`src/rtl/serial_link_driver.sv`:
```
// Bit-serial request driver: accepts a parallel word, shifts it out LSB-first
// as per-bit link beats, then collects a one-bit response, with a stall watchdog.
module serial_link_driver #(
  parameter int unsigned WIDTH   = 8,
  parameter int unsigned TIMEOUT = 16
) (
  input  logic             i_clk,
  input  logic             i_rst,
  input  logic             i_valid,
  output logic             o_ready,
  input  logic [WIDTH-1:0] i_data,
  output logic             o_a,
  output logic             o_b,
  input  logic             i_c,
  input  logic             i_d,
  output logic             o_done,
  output logic             o_resp,
  output logic             o_err
);

  localparam int unsigned CW = $clog2(WIDTH);
  localparam logic [CW-1:0] LAST_BEAT  = CW'(WIDTH - 1);
  localparam logic [7:0]    STALL_LAST = 8'(TIMEOUT - 1);

  typedef enum logic [1:0] {
    IDLE,
    SHIFT,
    RESP
  } state_t;

  state_t           state;
  logic [WIDTH-1:0] shift_reg;
  logic [CW-1:0]    beat_cnt;
  logic [7:0]       stall_cnt;

  // Link outputs depend only on registered state so i_c/i_d never reach them.
  assign o_ready = (state == IDLE);
  assign o_a     = (state == SHIFT);
  assign o_b     = (state == SHIFT) & shift_reg[0];

  always_ff @(posedge i_clk or negedge i_rst) begin
    if (!i_rst) begin
      state     <= IDLE;
      shift_reg <= '0;
      beat_cnt  <= '0;
      stall_cnt <= '0;
      o_done    <= 1'b0;
      o_resp    <= 1'b0;
      o_err     <= 1'b0;
    end else begin
      o_done <= 1'b0;
      o_resp <= 1'b0;
      o_err  <= 1'b0;
      case (state)
        IDLE: begin
          if (i_valid) begin
            shift_reg <= i_data;
            beat_cnt  <= '0;
            stall_cnt <= '0;
            state     <= SHIFT;
          end
        end
        SHIFT: begin
          if (i_c) begin
            shift_reg <= shift_reg >> 1;
            stall_cnt <= '0;
            // Hold the beat counter on the last beat so it never wraps.
            if (beat_cnt == LAST_BEAT) begin
              state <= RESP;
            end else begin
              beat_cnt <= beat_cnt + 1'b1;
            end
          end else if (stall_cnt == STALL_LAST) begin
            o_done <= 1'b1;
            o_err  <= 1'b1;
            state  <= IDLE;
          end else begin
            stall_cnt <= stall_cnt + 8'd1;
          end
        end
        RESP: begin
          if (i_c) begin
            o_resp <= i_d;
            o_done <= 1'b1;
            state  <= IDLE;
          end else if (stall_cnt == STALL_LAST) begin
            o_done <= 1'b1;
            o_err  <= 1'b1;
            state  <= IDLE;
          end else begin
            stall_cnt <= stall_cnt + 8'd1;
          end
        end
        default: state <= IDLE;
      endcase
    end
  end

endmodule

```
`config.mk`:
```
export PLATFORM = sky130hd
export DESIGN_NAME = serial_link_driver
export DESIGN_NICKNAME = d
export VERILOG_FILES = /design/src/rtl/serial_link_driver.sv
export SDC_FILE = /design/constraint.sdc
export NUM_CORES = 1
export LEC_CHECK = 0
export CORE_MARGIN = 3
export CORE_UTILIZATION = 40
export DETAILED_ROUTE_END_ITERATION = 12
export SKIP_CTS_REPAIR_TIMING = 1
export SLEW_MARGIN = 20
export SYNTH_ARGS = -nofsm -noshare
export SYNTH_HDL_FRONTEND = slang
export SYNTH_SLANG_ARGS = --single-unit
export TNS_END_PERCENT = 1
```
`constraint.sdc`:
```
create_clock -name i_clk -period 2.75 [get_ports i_clk]
set_clock_uncertainty 0.1 [all_clocks]
set_input_delay 0.6875 -clock i_clk [delete_from_list [all_inputs] [get_ports i_clk]]
set_output_delay 0.6875 -clock i_clk [all_outputs]
set_load 0.05 [all_outputs]
```
==> results of run 1 <==
==> stage by stage <==
stage          setup WS (ns)  area [um^2]  setup TNS [ns]  utilization, %
5_1_grt                0.199         1590               0            51.3
6_report               0.321         1590               0            51.3
2_1_floorplan         0.0315         1320               0               -
3_5_place_dp           0.303         1570               0            50.5
4_1_cts              -0.0530         1590         -0.0530            51.2
3_3_place_gp           0.368         1570               0            50.5
==> worst max-delay path: cells and delay by family (launching register included) <==
family,cells,cell delay [ns]
flip-flops,1,0.43
adder cells (fa/ha/maj),1,0.41
buffers and inverters,2,0.23
AND/OR/NAND/NOR,1,0.26
==> logic make-up after synthesis <==
group           Yosys count  share of synthesized area [%]
compound gates           35                           18.8
mux                      10                           7.81
simple gates             39                           17.6
flops                    24                           45.7
fa+ha+maj                 7                           6.67
buf+inv                   8                           3.43
==> final timing paths <==
| check | start | to | slack (ns) | cells after the start |
|---|---|---|---|---|
| setup / recovery | state[1] | o_b | 0.32 | 4 |
| hold / removal | shift_reg[4] | shift_reg[4] | 0.40 | 2 |
| setup reg to reg | state[1] | stall_cnt[0] | 0.67 | 7 |
| hold reg to reg | shift_reg[4] | shift_reg[4] | 0.40 | 2 |
| max in group asynchronous | i_rst | state[0] | 1.69 | 2 |
| min in group asynchronous | i_rst | beat_cnt[2] | 0.61 | 2 |
==> final cells by class <==
class / instances / area [um^2] / area share [%]
Clock buffer: 3 / 22.5 / 1.42
Inverter: 3 / 11.3 / 0.708
Multi-Input combinational cell: 91 / 669 / 42.1
Sequential cell: 24 / 601 / 37.7
Tap cell: 44 / 55.1 / 3.46
Timing Repair Buffer: 22 / 233 / 14.6
==> routing by layer <==
layer	part of all wire [%]	vias up
li1	-	489
met1	50	441
met3	4.9	2
met2	44	22
met4	0.85	0
met5	0	-
==> layout by cell type, fill, tap and decap left out, drive strengths merged, types with 5 or more instances in the layout <==
cell	n
mux2i	8
ha	7
dfrtp	24
a22o	10
o21ai	16
nor2	5
buf	6
nand2	12
clkdlybuf4s50	15
==> power groups by stage <==
stage	sequential, mW	combinational [mW]	clock, mW
after floorplan	0.519	0.613	0
after global placement	0.510	0.820	0
after detailed placement	0.517	0.836	0
after CTS	0.508	0.841	0.161
after global routing	0.522	0.912	0.172
final	0.507	0.830	0.152
==> out/results.ini, run 1 <==
[global_routing]
antenna_found_initial = 0
grt_pass1_wl_um = 4340
grt_max_degree = 25
grt-ovfl-total = 0
first_global_vias = 983
globalRouteMet3Util_pct = 2.85
met2_usage_pct = 21.1
grt-busiest-layer = met2
use_met1_pct = 18.1
grt_usage_pct = 13.4

[pwr]
power.internal_uw = 859
p_leak_nw = 0.751
p_sw_uw = 630
ir_drop_uv = 404
p_sw_share_pct = 42.3
clkPwrFrac_pct = 10.2
power_mw = 1.49
power_density_nw_per_um2 = 936
p_seq_share_pct = 34.0
combPwrFrac_pct = 55.7

[run_status]
status = complete, no violations

[clock_network]
clk_latency_ns = 0.31
root_buffer = clkbuf_4
htreeDepth = 1
clk_path_buf_depth = 2
cts_inserted_buffers = 3
clk_pin_slew_ns = 0.12
cts_tree = built
cts_sinks = 24

[routing]
postRouteAntennaNets = 0
num_vias = 954
via_per_inst = 5.10
wire_per_inst_um = 13.2
drtIter0Drc = 43
drc = 0
drt-total-wl_um = 2480
firstDrtPassIters = 4

[synthesis]
synth_top_cell_by_area = dfrtp_1
ys_top_cells_by_count = dfrtp_1 (24), o21ai_1 (15), nand2_1 (11)
synthTopCellsByArea = dfrtp_1 (46%), a22o_1 (6.7%), ha_1 (6.7%), mux2i_1 (6.1%), o21ai_1 (5.7%)
yosysWarnings = 0
synth_area_um2 = 1310
synth.most_common_cell = dfrtp_1
synth_ff_type = dfrtp_1
synth_edf_count = 0
yosysSeqAreaShare_pct = 45.7
syn-num-nets = 143
synthCells = 123
syn_area_per_cell_um2 = 10.7
yosysTopAreaCellShare_pct = 45.7
ys_async_sr_fraction_pct = 100
ys_ff_latch = 24
ys_types = 34

[cells_and_area]
fillers = 305
synthToLayoutAreaGrowth_pct = 21.1
fin_cells = 187
fin_nets = 165
n_antenna_cell = 0
drive_gt1_share_pct = 10.5

[timing]
rsz0062_at_grt = false
timing.hold.ws_ns = 0.398
setup_viol = 0
hold_viol_final = 0
slew_headroom_pct = 64.6
min_period_over_period_pct = 88.3
worst_pin_slew_ns = 0.529
fmaxAchievable_mhz = 412
slew_violations = 0
min_period_ns = 2.43

[placed_design]
portBuffers = 18
dp_cells = 184
dp_hpwl_um = 1820
routabilityCongestion = 0.779

[flow_run]
drv_cap = 0

[worst_setup_path]
critPathLaunchType = flip-flop
crit_type = flip-flop to output port
max_stage_delay_ns = 0.43
cp.required_ns = 1.96
critPathSlowestCell = dfrtp_1
cp.arrival_ns = 1.64
end_kind = output port
path_cells = inv_1 > ha_1 > and2_2 > buf_12
critPathMaxFanout = 10

[floorplan]
die_w_um = 63.3
die_area_um2 = 4010
ios = 19
start_util_pct = 42.3
die_h_um = 63.3
core_area_um2 = 3100
rows = 20

[min_path]
hold_class = flip-flop to flip-flop

No activity file was read; power rests on OpenSTA's default activity.
==> run 2, diff against run 1 <==
--- a/config.mk
+++ b/config.mk
@@ -8,6 +8,8 @@
 export CORE_MARGIN = 3
 export CORE_UTILIZATION = 40
 export DETAILED_ROUTE_END_ITERATION = 12
+export DONT_BUFFER_PORTS = 1
+export RECOVER_POWER = 100
 export SKIP_CTS_REPAIR_TIMING = 1
 export SLEW_MARGIN = 20
 export SYNTH_ARGS = -nofsm -noshare
==> run 2 against run 1 <==
Total power fell by 4.6%. Wire length fell by 3.6%. Die area did not move. Worst setup slack got worse by 0.12 ns. Flip-flop and latch count did not move. Critical path depth fell by 1.
==> out/results.ini, run 2 (same netlist as run 1, synthesis figures left out) <==
[placed_design]
dp_slack_ns = 0.537  ; +0.233 ns
portBuffers = 0  ; -18
place_area_um2 = 1390  ; -12%
dp_hpwl_um = 1820  ; about the same
dp_cells = 167  ; -9.2%
routabilityCongestion = 0.733  ; -5.9%

[routing]
postRouteAntennaNets = 0  ; unchanged
drt-total-wl_um = 2390  ; -3.6%
wire_per_inst_um = 13.9  ; +4.8%
drtIter0Drc = 51  ; +19%
via_per_inst = 5.37  ; +5.3%
num_vias = 924  ; -3.1%
drc = 0  ; unchanged
firstDrtPassIters = 4  ; unchanged

[global_routing]
grt-ovfl-total = 0  ; unchanged
grt_pass1_wl_um = 4350  ; +0.30%
grt_max_degree = 25  ; unchanged
grt_usage_pct = 13.5  ; +0.091 points
first_global_vias = 969  ; -1.4%
antenna_found_initial = 0  ; unchanged

[worst_setup_path]
max_stage_delay_ns = 0.50  ; +0.07 ns
critPathMaxFanout = 12  ; +2
crit_type = flip-flop to output port
cp.required_ns = 1.96  ; about the same
crit_family = adder cells
end_kind = output port
cp.arrival_ns = 1.76  ; +0.12 ns
path_cells = inv_1 > ha_1 > and2_2
critPathSlowestCell = ha_1
critPathLaunchType = flip-flop
critPathBufInv = 1  ; -1

[timing]
rsz0062_at_grt = false
worst_slack_ns = 0.201  ; -0.120 ns
hold_viol_final = 0  ; unchanged
min_period_over_period_pct = 92.7  ; +4.4 points
worst_pin_slew_ns = 1.25  ; +0.723 ns
slew_headroom_pct = 16.5  ; -48 points
min_period_ns = 2.55  ; +0.120 ns
fmaxAchievable_mhz = 392  ; -4.7%
setup_viol = 0  ; unchanged
finalSetupTns_ns = 0  ; unchanged
slew_violations = 0  ; unchanged

[cells_and_area]
design_area_um2 = 1400  ; -12%
fillers = 311  ; +2.0%
fin_cells = 172  ; -8.0%
fin_nets = 149  ; -9.7%
register_area_um2 = 601  ; unchanged
n_antenna_cell = 0  ; unchanged
synthToLayoutAreaGrowth_pct = 6.76
multiInputGateArea_um2 = 659  ; -1.5%
final_util_pct = 45.2  ; -6.1 points
layout_commonest_cell = dfrtp_1
final_cell_mix = dfrtp_1 (24), nand2_1 (12), o21ai_0 (11), a22o_1 (10), mux2i_1 (8)
drive_gt1_share_pct = 7.81  ; -2.7 points

[clock_network]
cts_inserted_buffers = 3  ; unchanged
clk_path_buf_depth = 2  ; unchanged
root_buffer = clkbuf_4
cts_sinks = 24  ; unchanged
clk_latency_ns = 0.31  ; about the same
cts_tree = built
htreeDepth = 1  ; unchanged
clk_pin_slew_ns = 0.13  ; about the same

[floorplan]
core_area_um2 = 3100  ; unchanged
start_util_pct = 42.3  ; unchanged
die_w_um = 63.3  ; unchanged
rows = 20  ; unchanged
die_h_um = 63.3  ; unchanged
die_area_um2 = 4010  ; unchanged
ios = 19  ; unchanged

[flow_run]
drv_cap = 0  ; unchanged

[pwr]
power_density_nw_per_um2 = 1010  ; +8.2%
ir_drop_uv = 439  ; +8.7%
p_leak_nw = 0.664  ; -12%

[run_status]
status = complete, no violations

[min_path]
hold_class = input port to flip-flop

==> run 2: cell count changes in the layout (fill, tap and decap cells not counted), moves of 4 or more <==
cell,delta
clkbuf_1,+4
buf_4,-4
o21ai_1,-10
clkdlybuf4s50_1,-15
o21ai_0,+10
==> run 2: path summary, 6_finish.rpt <==
path	startpoint	to	slack [ns]	depth (start not counted)
worst max register to register	state[1]	beat_cnt[2]	0.41	8
worst max-delay path	state[1]	o_b	0.20	3
max in group asynchronous	i_rst	state[0]	1.30	1
worst min-delay path	i_c	o_err	0.34	1
worst min register to register	shift_reg[0]	shift_reg[0]	0.40	2
min in group asynchronous	i_rst	o_resp	0.51	1
==> run 2: metrics by stage <==
stage / total power, mW / hold WS, ns
2_1_floorplan: 1.13 / 0.292
3_3_place_gp: 1.26 / 0.292
3_5_place_dp: 1.29 / 0.293
4_1_cts: 1.48 / -0.0608
5_1_grt: 1.56 / 0.303
6_report: 1.42 / 0.337
==> run 2: layout make-up <==
type | count | share of cell area, %
tap | 44 | 3.93
inverter | 3 | 0.803
multi-input combinational | 91 | 47.0
clock buffer | 4 | 2.59
sequential | 24 | 42.8
timing repair buffer | 6 | 2.85
==> run 2: per-layer routing <==
layer | share of wire, % | global-route usage [%]
met3 | 6.0 | 5.53
met1 | 49 | 18.8
met2 | 44 | 19.2
met4 | 0.80 | 3.77
met5 | 0 | 0
==> run 2: report_power, final <==
group / switching [mW] / total, mW / internal (mW) / leakage [nW]
registers: 0.0813 / 0.529 / 0.448 / 0.319
logic: 0.432 / 0.708 / 0.277 / 0.324
clock network: 0.102 / 0.183 / 0.0808 / 0.0210
total: 0.615 / 1.42 / 0.805 / 0.664
==> run 3, diff against run 2 <==
--- a/config.mk
+++ b/config.mk
@@ -9,7 +9,6 @@
 export CORE_UTILIZATION = 40
 export DETAILED_ROUTE_END_ITERATION = 12
 export DONT_BUFFER_PORTS = 1
-export RECOVER_POWER = 100
 export SKIP_CTS_REPAIR_TIMING = 1
 export SLEW_MARGIN = 20
 export SYNTH_ARGS = -nofsm -noshare
==> constraint.sdc (replaced) <==
create_clock -name i_clk -period 2.9 [get_ports i_clk]
set_clock_uncertainty 0.1 [all_clocks]
set_input_delay 0.725 -clock i_clk [delete_from_list [all_inputs] [get_ports i_clk]]
set_output_delay 0.725 -clock i_clk [all_outputs]
set_load 0.05 [all_outputs]
==> run 3 against run 2 <==
Flip-flop and latch count unchanged. Clock power shrank 4%. Total power is 4.0% lower. Clock-buffer cell count unchanged. Largest power group unchanged.
==> out/results.ini, run 3 (same netlist as run 1, synthesis figures left out) <==
[clock_network]
cts_inserted_buffers = 3  ; unchanged
cts_tree = built
clk_path_buf_depth = 2  ; unchanged
htreeDepth = 1  ; unchanged
cts_sinks = 24  ; unchanged
clk_pin_slew_ns = 0.14  ; about the same
root_buffer = clkbuf_4
clk_latency_ns = 0.31  ; about the same

[global_routing]
grt_max_degree = 25  ; unchanged
antenna_found_initial = 0  ; unchanged
grt_pass1_wl_um = 4030  ; -7.4%
grt-ovfl-total = 0  ; unchanged
grt_usage_pct = 12.6  ; -0.87 points
first_global_vias = 903  ; -6.8%

[timing]
setup_viol = 0  ; unchanged
min_period_over_period_pct = 88.4
slew_violations = 0  ; unchanged
worst_pin_slew_ns = 0.597  ; -0.656 ns
fmaxAchievable_mhz = 390
min_period_ns = 2.56
worst_slack_ns = 0.335  ; +0.134 ns
rsz0062_at_grt = false
slew_headroom_pct = 60.2  ; +44 points
hold_viol_final = 0  ; unchanged
finalSetupTns_ns = 0  ; unchanged

[cells_and_area]
synthToLayoutAreaGrowth_pct = 9.14
final_cell_mix = dfrtp_1 (24), o21ai_1 (15), nand2_1 (11), a22o_1 (10), mux2i_1 (8)
drive_gt1_share_pct = 11.0  ; +3.2 points
fin_nets = 148  ; -0.67%
layout_commonest_cell = dfrtp_1
n_antenna_cell = 0  ; unchanged
fillers = 303  ; -2.6%

[worst_setup_path]
cp.arrival_ns = 1.74  ; -0.02 ns
end_kind = output port
critPathMaxFanout = 13  ; +1
critPathLaunchType = flip-flop
crit_type = flip-flop to output port
cp.required_ns = 2.08  ; +0.12 ns

[placed_design]
dp_slack_ns = 0.602  ; +0.0655 ns
dp_hpwl_um = 1730  ; -5.1%
routabilityCongestion = 0.770  ; +5.0%
portBuffers = 0  ; unchanged

[routing]
wire_per_inst_um = 13.5  ; -2.8%
drt-total-wl_um = 2310  ; -3.4%
firstDrtPassIters = 4  ; unchanged
postRouteAntennaNets = 0  ; unchanged
drc = 0  ; unchanged
num_vias = 911  ; -1.4%
drtIter0Drc = 30  ; -41%
via_per_inst = 5.33  ; -0.83%

[pwr]
p_leak_nw = 0.683  ; +2.8%
ir_drop_uv = 521  ; +19%
power_density_nw_per_um2 = 951  ; -6.1%

[floorplan]
die_w_um = 63.3  ; unchanged
die_area_um2 = 4010  ; unchanged
core_area_um2 = 3100  ; unchanged
rows = 20  ; unchanged
start_util_pct = 42.3  ; unchanged
ios = 19  ; unchanged
die_h_um = 63.3  ; unchanged

[min_path]
hold_class = input port to asynchronous set/reset pin

[flow_run]
drv_cap = 0  ; unchanged

[run_status]
status = complete, no violations

run 3: cell count changes in the layout (fill, tap and decap cells not counted):
cell | previous run | this run
and2_2 | 1 | 0
or2_1 | 0 | 1
clkbuf_2 | 1 | 0
nor2b_1 | 3 | 2
buf_12 | 1 | 2
and2_1 | 1 | 2
nand2_1 | 12 | 11
or2_0 | 1 | 0
clkbuf_1 | 4 | 0
o21ai_1 | 5 | 15
o21ai_0 | 11 | 1
nand2_2 | 0 | 1
nor2b_4 | 0 | 1
buf_4 | 0 | 3
run 3: report_power, final:
part | internal [mW] | switching, mW
combinational | 0.280 | 0.410
sequential | 0.424 | 0.0749
clock | 0.0766 | 0.0985
run 3: worst paths after layout:
kind,from,endpoint,slack [ns],cells past startpoint
setup / recovery,state[1],o_b,0.34,4
hold / removal,i_rst,beat_cnt[1],0.1,1
setup reg to reg,state[1],beat_cnt[2],0.60,6
hold reg to reg,shift_reg[0],shift_reg[0],0.40,2
max in group asynchronous,i_rst,stall_cnt[0],2.45,1
min in group i_clk,i_c,o_err,0.38,1
run 3: through the flow:
stage                     power [mW]  hold WS [ns]  std cells  utilization (%)  cell area (um^2)
final                           1.36        0.0983        171             46.2              1430
after global routing            1.47        0.0943        171             46.2              1430
after CTS                       1.37       -0.0269        170             45.6              1410
after detailed placement        1.19         0.330        166             44.4              1380
after global placement          1.17         0.330        166             44.4              1380
after floorplan                 1.07         0.329        123                -              1310
run 3: area by class of cell:
class	count	area [um^2]	area share, %
multi-input cells	91	668	46.6
flip-flops and latches	24	601	41.9
repair buffers	5	62.6	4.36
well taps	44	55.1	3.84
clock buffers	4	36.3	2.53
inverters	3	11.3	0.785
run 3: per-layer routing:
| layer | routed length, um | global-route usage (%) |
|---|---|---|
| met5 | 0 | 0 |
| met4 | 21 | 4.04 |
| met3 | 115 | 3.57 |
| met2 | 981 | 19.4 |
| met1 | 1190 | 17.2 |
run 3: critical path: stages (launching register included):
cell and delay [ns]:
dfrtp_1 0.43, inv_1 0.09, ha_1 0.49, and2_1 0.26
buf_12 0.15
